**src/rtl/i3c_target_pkg.sv**
```systemverilog
// Shared constants for the I3C target SDR read path.
// Holds the read-serializer state encoding, T-bit values and SDA drive levels.
package i3c_target_pkg;

    localparam logic [2:0] ST_IDLE       = 3'd0;
    localparam logic [2:0] ST_WAIT_FIRST = 3'd1;
    localparam logic [2:0] ST_DATA       = 3'd2;
    localparam logic [2:0] ST_TBIT       = 3'd3;
    localparam logic [2:0] ST_TBIT_REL   = 3'd4;

    typedef enum logic [2:0] {
        S_IDLE       = ST_IDLE,
        S_WAIT_FIRST = ST_WAIT_FIRST,
        S_DATA       = ST_DATA,
        S_TBIT       = ST_TBIT,
        S_TBIT_REL   = ST_TBIT_REL
    } sdr_state_e;

    // T-bit: 0 ends the read, 1 offers another byte.
    localparam logic T_BIT_END  = 1'b0;
    localparam logic T_BIT_MORE = 1'b1;

    localparam logic SDA_RELEASE   = 1'b1;
    localparam logic SDA_DRIVE_LOW = 1'b0;

endpackage

```
**src/rtl/sdr_read_serializer_if.sv**
```systemverilog
// Handshake / bus bundle for sdr_read_serializer.
//   slave  : the serializer side (SCL strobes, SDA readback and tx stream in;
//            SDA drive, handshake pulses and status out)
//   master : the surrounding target logic / bench side
interface sdr_read_serializer_if #(
    parameter int DATA_W = 8
);
    logic              i_scl_neg_edge;
    logic              i_scl_pos_edge;
    logic              i_sda;
    logic              i_tx_en;
    logic              i_tx_valid;
    logic [DATA_W-1:0] i_tx_data;
    logic              i_tx_last;
    logic              o_tx_ready;
    logic              o_sda_push_pull;
    logic              o_push_pull_en;
    logic              o_byte_done;
    logic              o_aborted;
    logic              o_busy;

    modport slave (
        input  i_scl_neg_edge, i_scl_pos_edge, i_sda,
        input  i_tx_en, i_tx_valid, i_tx_data, i_tx_last,
        output o_tx_ready, o_sda_push_pull, o_push_pull_en,
        output o_byte_done, o_aborted, o_busy
    );

    modport master (
        output i_scl_neg_edge, i_scl_pos_edge, i_sda,
        output i_tx_en, i_tx_valid, i_tx_data, i_tx_last,
        input  o_tx_ready, o_sda_push_pull, o_push_pull_en,
        input  o_byte_done, o_aborted, o_busy
    );
endinterface

```
**src/rtl/sdr_bit_shifter.sv**
```systemverilog
// MSB-first shift register with a bit down-counter.
//   load      : capture load_data, counter = DATA_W-1
//   shift     : shift left by one, counter - 1
//   next_bit  : the bit that becomes current after the next shift
//   msb       : the bit currently at the head of the register
//   cnt_zero  : counter has reached 0 (last data bit is on the wire)
module sdr_bit_shifter #(
    parameter int DATA_W = 8,
    parameter int CNT_W  = 3
) (
    input  logic              i_sys_clk,
    input  logic              i_sys_rst,
    input  logic              load,
    input  logic [DATA_W-1:0] load_data,
    input  logic              shift,
    output logic              msb,
    output logic              next_bit,
    output logic              cnt_zero
);

    logic [DATA_W-1:0] shreg;
    logic [CNT_W-1:0]  cnt;

    always_ff @(posedge i_sys_clk or posedge i_sys_rst) begin
        if (i_sys_rst) begin
            shreg <= '0;
            cnt   <= '0;
        end else if (load) begin
            shreg <= load_data;
            cnt   <= CNT_W'(DATA_W - 1);
        end else if (shift) begin
            shreg <= {shreg[DATA_W-2:0], 1'b0};
            cnt   <= cnt - 1'b1;
        end
    end

    assign msb      = shreg[DATA_W-1];
    assign next_bit = shreg[DATA_W-2];
    assign cnt_zero = (cnt == '0);

endmodule

```
**src/rtl/sdr_read_serializer.sv**
```systemverilog
// Target-side SDR private-read transmitter.
// Shifts each byte MSB-first onto SDA one cycle after each SCL falling-edge
// strobe, appends the T-bit, and after T=1 releases SDA on the rising edge so
// the controller can abort by holding SDA low.
//   i_sys_clk / i_sys_rst : clock, async active-high reset
//   bus (slave)           : SCL strobes, SDA readback, tx stream, SDA drive,
//                           tx_ready / byte_done / aborted pulses, busy
module sdr_read_serializer
    import i3c_target_pkg::*;
#(
    parameter int DATA_W = 8,
    parameter int CNT_W  = 3
) (
    input  logic                  i_sys_clk,
    input  logic                  i_sys_rst,
    sdr_read_serializer_if.slave  bus
);

    sdr_state_e state;
    logic       last_q;
    logic       sda_q;
    logic       en_q;
    logic       ready_q;
    logic       done_q;
    logic       aborted_q;
    logic       busy_q;

    logic       sh_load;
    logic       sh_shift;
    logic       sh_msb;
    logic       sh_next;
    logic       sh_zero;
    logic       cap_idle;
    logic       cap_chain;

    // Next byte may be taken either from IDLE or straight out of TBIT_REL
    // when the controller lets the read continue.
    assign cap_idle  = (state == S_IDLE) && bus.i_tx_en && bus.i_tx_valid;
    assign cap_chain = (state == S_TBIT_REL) && bus.i_tx_en && bus.i_scl_neg_edge
                       && bus.i_sda && bus.i_tx_valid;
    assign sh_load   = cap_idle || cap_chain;
    assign sh_shift  = (state == S_DATA) && bus.i_tx_en && bus.i_scl_neg_edge && !sh_zero;

    sdr_bit_shifter #(
        .DATA_W (DATA_W),
        .CNT_W  (CNT_W)
    ) u_shifter (
        .i_sys_clk (i_sys_clk),
        .i_sys_rst (i_sys_rst),
        .load      (sh_load),
        .load_data (bus.i_tx_data),
        .shift     (sh_shift),
        .msb       (sh_msb),
        .next_bit  (sh_next),
        .cnt_zero  (sh_zero)
    );

    always_ff @(posedge i_sys_clk or posedge i_sys_rst) begin
        if (i_sys_rst) begin
            state     <= S_IDLE;
            last_q    <= 1'b0;
            sda_q     <= SDA_RELEASE;
            en_q      <= 1'b0;
            ready_q   <= 1'b0;
            done_q    <= 1'b0;
            aborted_q <= 1'b0;
            busy_q    <= 1'b0;
        end else begin
            ready_q   <= 1'b0;
            done_q    <= 1'b0;
            aborted_q <= 1'b0;
            if (!bus.i_tx_en) begin
                state  <= S_IDLE;
                sda_q  <= SDA_RELEASE;
                en_q   <= 1'b0;
                busy_q <= 1'b0;
            end else begin
                case (state)
                    S_IDLE: begin
                        sda_q <= SDA_RELEASE;
                        en_q  <= 1'b0;
                        if (bus.i_tx_valid) begin
                            last_q  <= bus.i_tx_last;
                            ready_q <= 1'b1;
                            busy_q  <= 1'b1;
                            state   <= S_WAIT_FIRST;
                        end
                    end
                    S_WAIT_FIRST: begin
                        if (bus.i_scl_neg_edge) begin
                            en_q  <= 1'b1;
                            sda_q <= sh_msb;
                            state <= S_DATA;
                        end
                    end
                    S_DATA: begin
                        if (bus.i_scl_neg_edge) begin
                            if (!sh_zero) begin
                                sda_q <= sh_next;
                            end else begin
                                sda_q <= last_q ? T_BIT_END : T_BIT_MORE;
                                state <= S_TBIT;
                            end
                        end
                    end
                    S_TBIT: begin
                        // Neg edge wins over a simultaneous pos edge, so a T=1
                        // release only happens on a clean rising-edge strobe.
                        if (last_q) begin
                            if (bus.i_scl_neg_edge) begin
                                sda_q  <= SDA_RELEASE;
                                en_q   <= 1'b0;
                                done_q <= 1'b1;
                                busy_q <= 1'b0;
                                state  <= S_IDLE;
                            end
                        end else if (bus.i_scl_pos_edge && !bus.i_scl_neg_edge) begin
                            sda_q <= SDA_RELEASE;
                            en_q  <= 1'b0;
                            state <= S_TBIT_REL;
                        end
                    end
                    S_TBIT_REL: begin
                        if (bus.i_scl_neg_edge) begin
                            if (!bus.i_sda) begin
                                aborted_q <= 1'b1;
                                busy_q    <= 1'b0;
                                state     <= S_IDLE;
                            end else begin
                                done_q <= 1'b1;
                                if (bus.i_tx_valid) begin
                                    last_q  <= bus.i_tx_last;
                                    ready_q <= 1'b1;
                                    en_q    <= 1'b1;
                                    sda_q   <= bus.i_tx_data[DATA_W-1];
                                    state   <= S_DATA;
                                end else begin
                                    // Nothing queued: the target gives up the read.
                                    aborted_q <= 1'b1;
                                    busy_q    <= 1'b0;
                                    state     <= S_IDLE;
                                end
                            end
                        end
                    end
                    default: begin
                        sda_q  <= SDA_RELEASE;
                        en_q   <= 1'b0;
                        busy_q <= 1'b0;
                        state  <= S_IDLE;
                    end
                endcase
            end
        end
    end

    assign bus.o_tx_ready      = ready_q;
    assign bus.o_sda_push_pull = sda_q;
    assign bus.o_push_pull_en  = en_q;
    assign bus.o_byte_done     = done_q;
    assign bus.o_aborted       = aborted_q;
    assign bus.o_busy          = busy_q;

endmodule

```
**src/flat_wrapper.sv**
```systemverilog
// flat-port wrapper written by rule: the top's interface ports become plain ports
module sdr_read_serializer_flat import i3c_target_pkg::*;
#(
    parameter int DATA_W = 8,
    parameter int CNT_W  = 3
)
  (i_sys_clk, i_sys_rst, bus_i_scl_neg_edge, bus_i_scl_pos_edge, bus_i_sda, bus_i_tx_en, bus_i_tx_valid, bus_i_tx_data, bus_i_tx_last, bus_o_tx_ready, bus_o_sda_push_pull, bus_o_push_pull_en, bus_o_byte_done, bus_o_aborted, bus_o_busy);
  sdr_read_serializer_if #(.DATA_W(DATA_W)) bus_i ();
  input  logic i_sys_clk;
  input  logic i_sys_rst;
  input wire logic [$bits(bus_i.i_scl_neg_edge)-1:0] bus_i_scl_neg_edge;
  input wire logic [$bits(bus_i.i_scl_pos_edge)-1:0] bus_i_scl_pos_edge;
  input wire logic [$bits(bus_i.i_sda)-1:0] bus_i_sda;
  input wire logic [$bits(bus_i.i_tx_en)-1:0] bus_i_tx_en;
  input wire logic [$bits(bus_i.i_tx_valid)-1:0] bus_i_tx_valid;
  input wire logic [$bits(bus_i.i_tx_data)-1:0] bus_i_tx_data;
  input wire logic [$bits(bus_i.i_tx_last)-1:0] bus_i_tx_last;
  output wire logic [$bits(bus_i.o_tx_ready)-1:0] bus_o_tx_ready;
  output wire logic [$bits(bus_i.o_sda_push_pull)-1:0] bus_o_sda_push_pull;
  output wire logic [$bits(bus_i.o_push_pull_en)-1:0] bus_o_push_pull_en;
  output wire logic [$bits(bus_i.o_byte_done)-1:0] bus_o_byte_done;
  output wire logic [$bits(bus_i.o_aborted)-1:0] bus_o_aborted;
  output wire logic [$bits(bus_i.o_busy)-1:0] bus_o_busy;
  assign bus_i.i_scl_neg_edge = bus_i_scl_neg_edge;
  assign bus_i.i_scl_pos_edge = bus_i_scl_pos_edge;
  assign bus_i.i_sda = bus_i_sda;
  assign bus_i.i_tx_en = bus_i_tx_en;
  assign bus_i.i_tx_valid = bus_i_tx_valid;
  assign bus_i.i_tx_data = bus_i_tx_data;
  assign bus_i.i_tx_last = bus_i_tx_last;
  assign bus_o_tx_ready = bus_i.o_tx_ready;
  assign bus_o_sda_push_pull = bus_i.o_sda_push_pull;
  assign bus_o_push_pull_en = bus_i.o_push_pull_en;
  assign bus_o_byte_done = bus_i.o_byte_done;
  assign bus_o_aborted = bus_i.o_aborted;
  assign bus_o_busy = bus_i.o_busy;
  sdr_read_serializer #(.DATA_W(DATA_W), .CNT_W(CNT_W)) u_core (.i_sys_clk(i_sys_clk), .i_sys_rst(i_sys_rst), .bus(bus_i));
endmodule
```
**config.mk**
```make
export PLATFORM = sky130hd
export DESIGN_NAME = sdr_read_serializer_flat
export DESIGN_NICKNAME = d
export VERILOG_FILES = /design/src/rtl/i3c_target_pkg.sv /design/src/rtl/sdr_read_serializer_if.sv /design/src/rtl/sdr_bit_shifter.sv /design/src/rtl/sdr_read_serializer.sv /design/src/flat_wrapper.sv
export SDC_FILE = /design/constraint.sdc
export NUM_CORES = 1
export LEC_CHECK = 0
export BUFFER_PORTS_ARGS = -buffer_cell sky130_fd_sc_hd__clkbuf_2
export CORE_AREA = 4 4 53 55
export CTS_CLUSTER_SIZE = 10
export DETAILED_ROUTE_END_ITERATION = 6
export DIE_AREA = 0 0 57 59
export GPL_ROUTABILITY_DRIVEN = 1
export GPL_TIMING_DRIVEN = 0
export PLACE_DENSITY = 0.74
export SYNTH_ARGS = -nofsm -noshare
export SYNTH_HDL_FRONTEND = slang
export SYNTH_SLANG_ARGS = --single-unit
```
**constraint.sdc**
```tcl
create_clock -name i_sys_clk -period 2.1 [get_ports i_sys_clk]
set_clock_uncertainty 0.2 [all_clocks]
set_input_delay 0.315 -clock i_sys_clk [delete_from_list [all_inputs] [get_ports i_sys_clk]]
set_output_delay 0.315 -clock i_sys_clk [all_outputs]
set_load 0.03 [all_outputs]
```
==> impl_summary.log <==
INFO  metric seq_area_frac_synth = 43.9%
INFO  metric fp.coreArea = 2390 sq um
INFO  metric yosysWarnings = 0
INFO  metric largest_register_ffs = 8
INFO  metric vias_in_the_first_global_route = 1056
INFO  metric mostFrequentLayoutCells = 22 x nand2_1, 20 x dfrtp_1, 19 x clkbuf_2
INFO  metric drt.antenna.violating_nets = 0
INFO  metric design.die.area = 3360 sq um
INFO  metric tritoncts = built
INFO  metric worst-setup-path-type = flop to flop
INFO  metric cp.arrival = 1.94 ns
INFO  metric fin_nets = 174
INFO  metric cts_inserted_buffers = 3
INFO  metric synth-edff-count = 0
INFO  metric placement.io_buffers = 19
INFO  metric routedWlPerCell = 14.2 um
INFO  metric post_synth_num_cell_types = 39
INFO  metric synth_async_sr_flop_share = 100%
INFO  metric placed_cells = 175
INFO  metric largest_net_degree_at_the_start_of_global_routing = 22
INFO  metric die_height = 59 um
INFO  metric worst_skew_pair.late_latency = 0.31 ns
INFO  metric worstSetupStartpointType = flop
INFO  metric antenna_violations_before_repair = 0
INFO  metric first_pass_iters = 4
INFO  metric ys_seq_elements = 21
INFO  metric synth_cells = 126
INFO  metric dominantRegCellSynth = dfrtp_1
INFO  metric ctsRootBufferMaster = clkbuf_4
INFO  metric initial_core_util = 50.3%
INFO  metric post-route-min-period = 1.93 ns
INFO  metric cts-htree-levels = 1
INFO  metric dp_hpwl = 1940 um
INFO  metric worst_slew_pin_slew = 0.783 ns
INFO  metric irDropWorstVdd = 0.662 mV
INFO  metric rsz_0062_raised_after_global_routing = false
INFO  metric maxUsedRoutingLayer = met4
INFO  metric synthesis.area = 1200 sq um
INFO  metric timing.max_cap.violations = 0
INFO  metric cp_cell_sequence = buf_2 > nor2_1 > nand4b_2 > buf_2 > nor2_2 > xnor2_1 > nand2_1
INFO  metric routedLengthMet1 = 1100 um
INFO  metric required = 2.10 ns
INFO  metric drv_slew = 0
INFO  metric postLayoutCellArea = 1440 sq um
INFO  metric post-layout-total-power = 1.48 mW
INFO  metric power_density = 1030 nW/um^2
INFO  metric setup_viol = 0
INFO  metric met2WireLength = 1310 um
INFO  metric maxSlewHeadroom = 47.7%
INFO  metric setup.worst_path.end_class = flop
INFO  metric detailedRoute.firstIterationViolations = 17
INFO  metric drcViolationCount = 0
INFO  metric via_count = 1016
INFO  metric largest_register = u_core.u_shifter.shreg
INFO  metric grt_pass1_wl = 4540 um
INFO  metric floorplan.io_pins = 22
INFO  metric grt_use_total = 17.3%
INFO  metric die_width = 57 um
INFO  metric maxClockFrequency = 518 MHz
INFO  metric stdcell_count = 185
INFO  metric antenna_cells = 0
INFO  metric instance_area_after_placement = 1330 sq um
INFO  metric run_status = complete, no violations
INFO  metric cp_max_fo = 10
INFO  metric tns = 0 ns
INFO  metric clockBufferDepth = 2
INFO  metric leak = 0.691 nW
INFO  metric dr_wl_met3 = 150 um
INFO  metric layout.cells.most_common = nand2_1
INFO  metric critical_path.slowest_cell = dfrtp_1
INFO  metric wirelength = 2630 um
INFO  metric setup_ws = 0.169 ns
INFO  metric timing.hold.ws = 0.00708 ns
INFO  metric post_synth.cell_area_avg = 9.53 sq um
INFO  metric cts_num_sinks = 21
INFO  metric cpMostUsedCell = buf_2
INFO  metric period_share = 91.9%
INFO  metric critical-path-max-stage-delay = 0.41 ns
INFO  metric std_cell_rows = 18
INFO  metric place_ws = 0.121 ns
INFO  metric overflow = 0
INFO  metric syn_nets = 144
INFO  metric hold_path_class = input port to flop
INFO  metric reg.largest.list = u_core.u_shifter.shreg (8), u_core.state (3), u_core.u_shifter.cnt (3)
INFO  metric gpl_wtd_cong = 0.819
INFO  metric finalHoldViolations = 0
INFO  metric via_cell_ratio = 5.49
INFO  metric path_clk_slew = 0.13 ns
INFO  metric final_cell_utilization_of_the_core = 60.1%
INFO  metric syn_to_final_growth = 19.5%
INFO  metric post_route_cells_drive_above_1_share = 29.7%
==> area by class of cell <==
cell class,instances,area (sq um)
Buffer,7,63.8
Clock inverter,1,5.00
Fill cell,230,952
Tap cell,30,37.5
Sequential cell,21,527
Multi-Input combinational cell,93,601
Clock buffer,3,22.5
Timing Repair Buffer,25,155
Inverter,5,23.8
==> synthesized netlist by cell type (3+ instances only) <==
master    count  share of area (%)
mux2_2        3                2.8
o22ai_1       4                2.1
mux2i_1       4                3.3
nor2_1       12                3.7
buf_4         3                1.9
dfrtp_1      20                 42
inv_1         4                1.2
o21ai_2       4                2.9
a21oi_1       6                2.5
xnor2_1       3                2.2
nand2_1      22                6.9
nand2b_1      6                3.1
==> metal layers <==
layer	vias to the layer above	global-route usage (%)
met5	-	0
met4	0	9.27
met3	9	3.70
met2	34	29.4
met1	479	20.7
li1	494	-
==> critical path: cells and delay by family (launching register included) <==
kind / cells / cell delay, ns
XOR/XNOR: 1 / 0.12
buffers and inverters: 2 / 0.44
flip-flops: 1 / 0.41
AND/OR/NAND/NOR: 4 / 0.66
==> power breakdown <==
part	internal, mW	switching, mW	total (mW)
clock network	0.0712	0.127	0.199
logic	0.275	0.364	0.640
registers	0.548	0.0975	0.645
total	0.894	0.589	1.48
==> worst paths after layout <==
path,from,to,slack (ns),cells past startpoint
max,u_core.state[0],u_core.u_shifter.cnt[2],0.17,7
min,bus_i_tx_data[0],u_core.u_shifter.shreg[0],0.007,3
max reg2reg,u_core.state[0],u_core.u_shifter.cnt[2],0.17,7
min reg2reg,u_core.u_shifter.cnt[1],u_core.u_shifter.cnt[1],0.32,2
max in group asynchronous,i_sys_rst,u_core.bus.o_aborted,0.75,3
min in group asynchronous,i_sys_rst,u_core.u_shifter.shreg[3],0.46,3
==> cells by family after synthesis <==
kind of cell | Yosys count | share of synthesized area (%)
adder cells (fa/ha/maj) | 2 | 2.08
buffers and inverters | 12 | 7.29
AO/OA/AOI/OAI | 26 | 14.8
flip-flops | 21 | 43.9
XOR/XNOR | 3 | 2.19
multiplexers | 8 | 7.08
AND/OR/NAND/NOR | 54 | 22.7
==> repair_timing <==
item | in CTS | in global routing
endpoints found under the setup margin | 0 | 3
endpoints found under the hold margin | 25 | 0
hold buffers | 6 | 0
gates resized for setup | 0 | 3
buffers inserted | 0 | 0
Note: power is estimated with default switching activity, not from simulation.
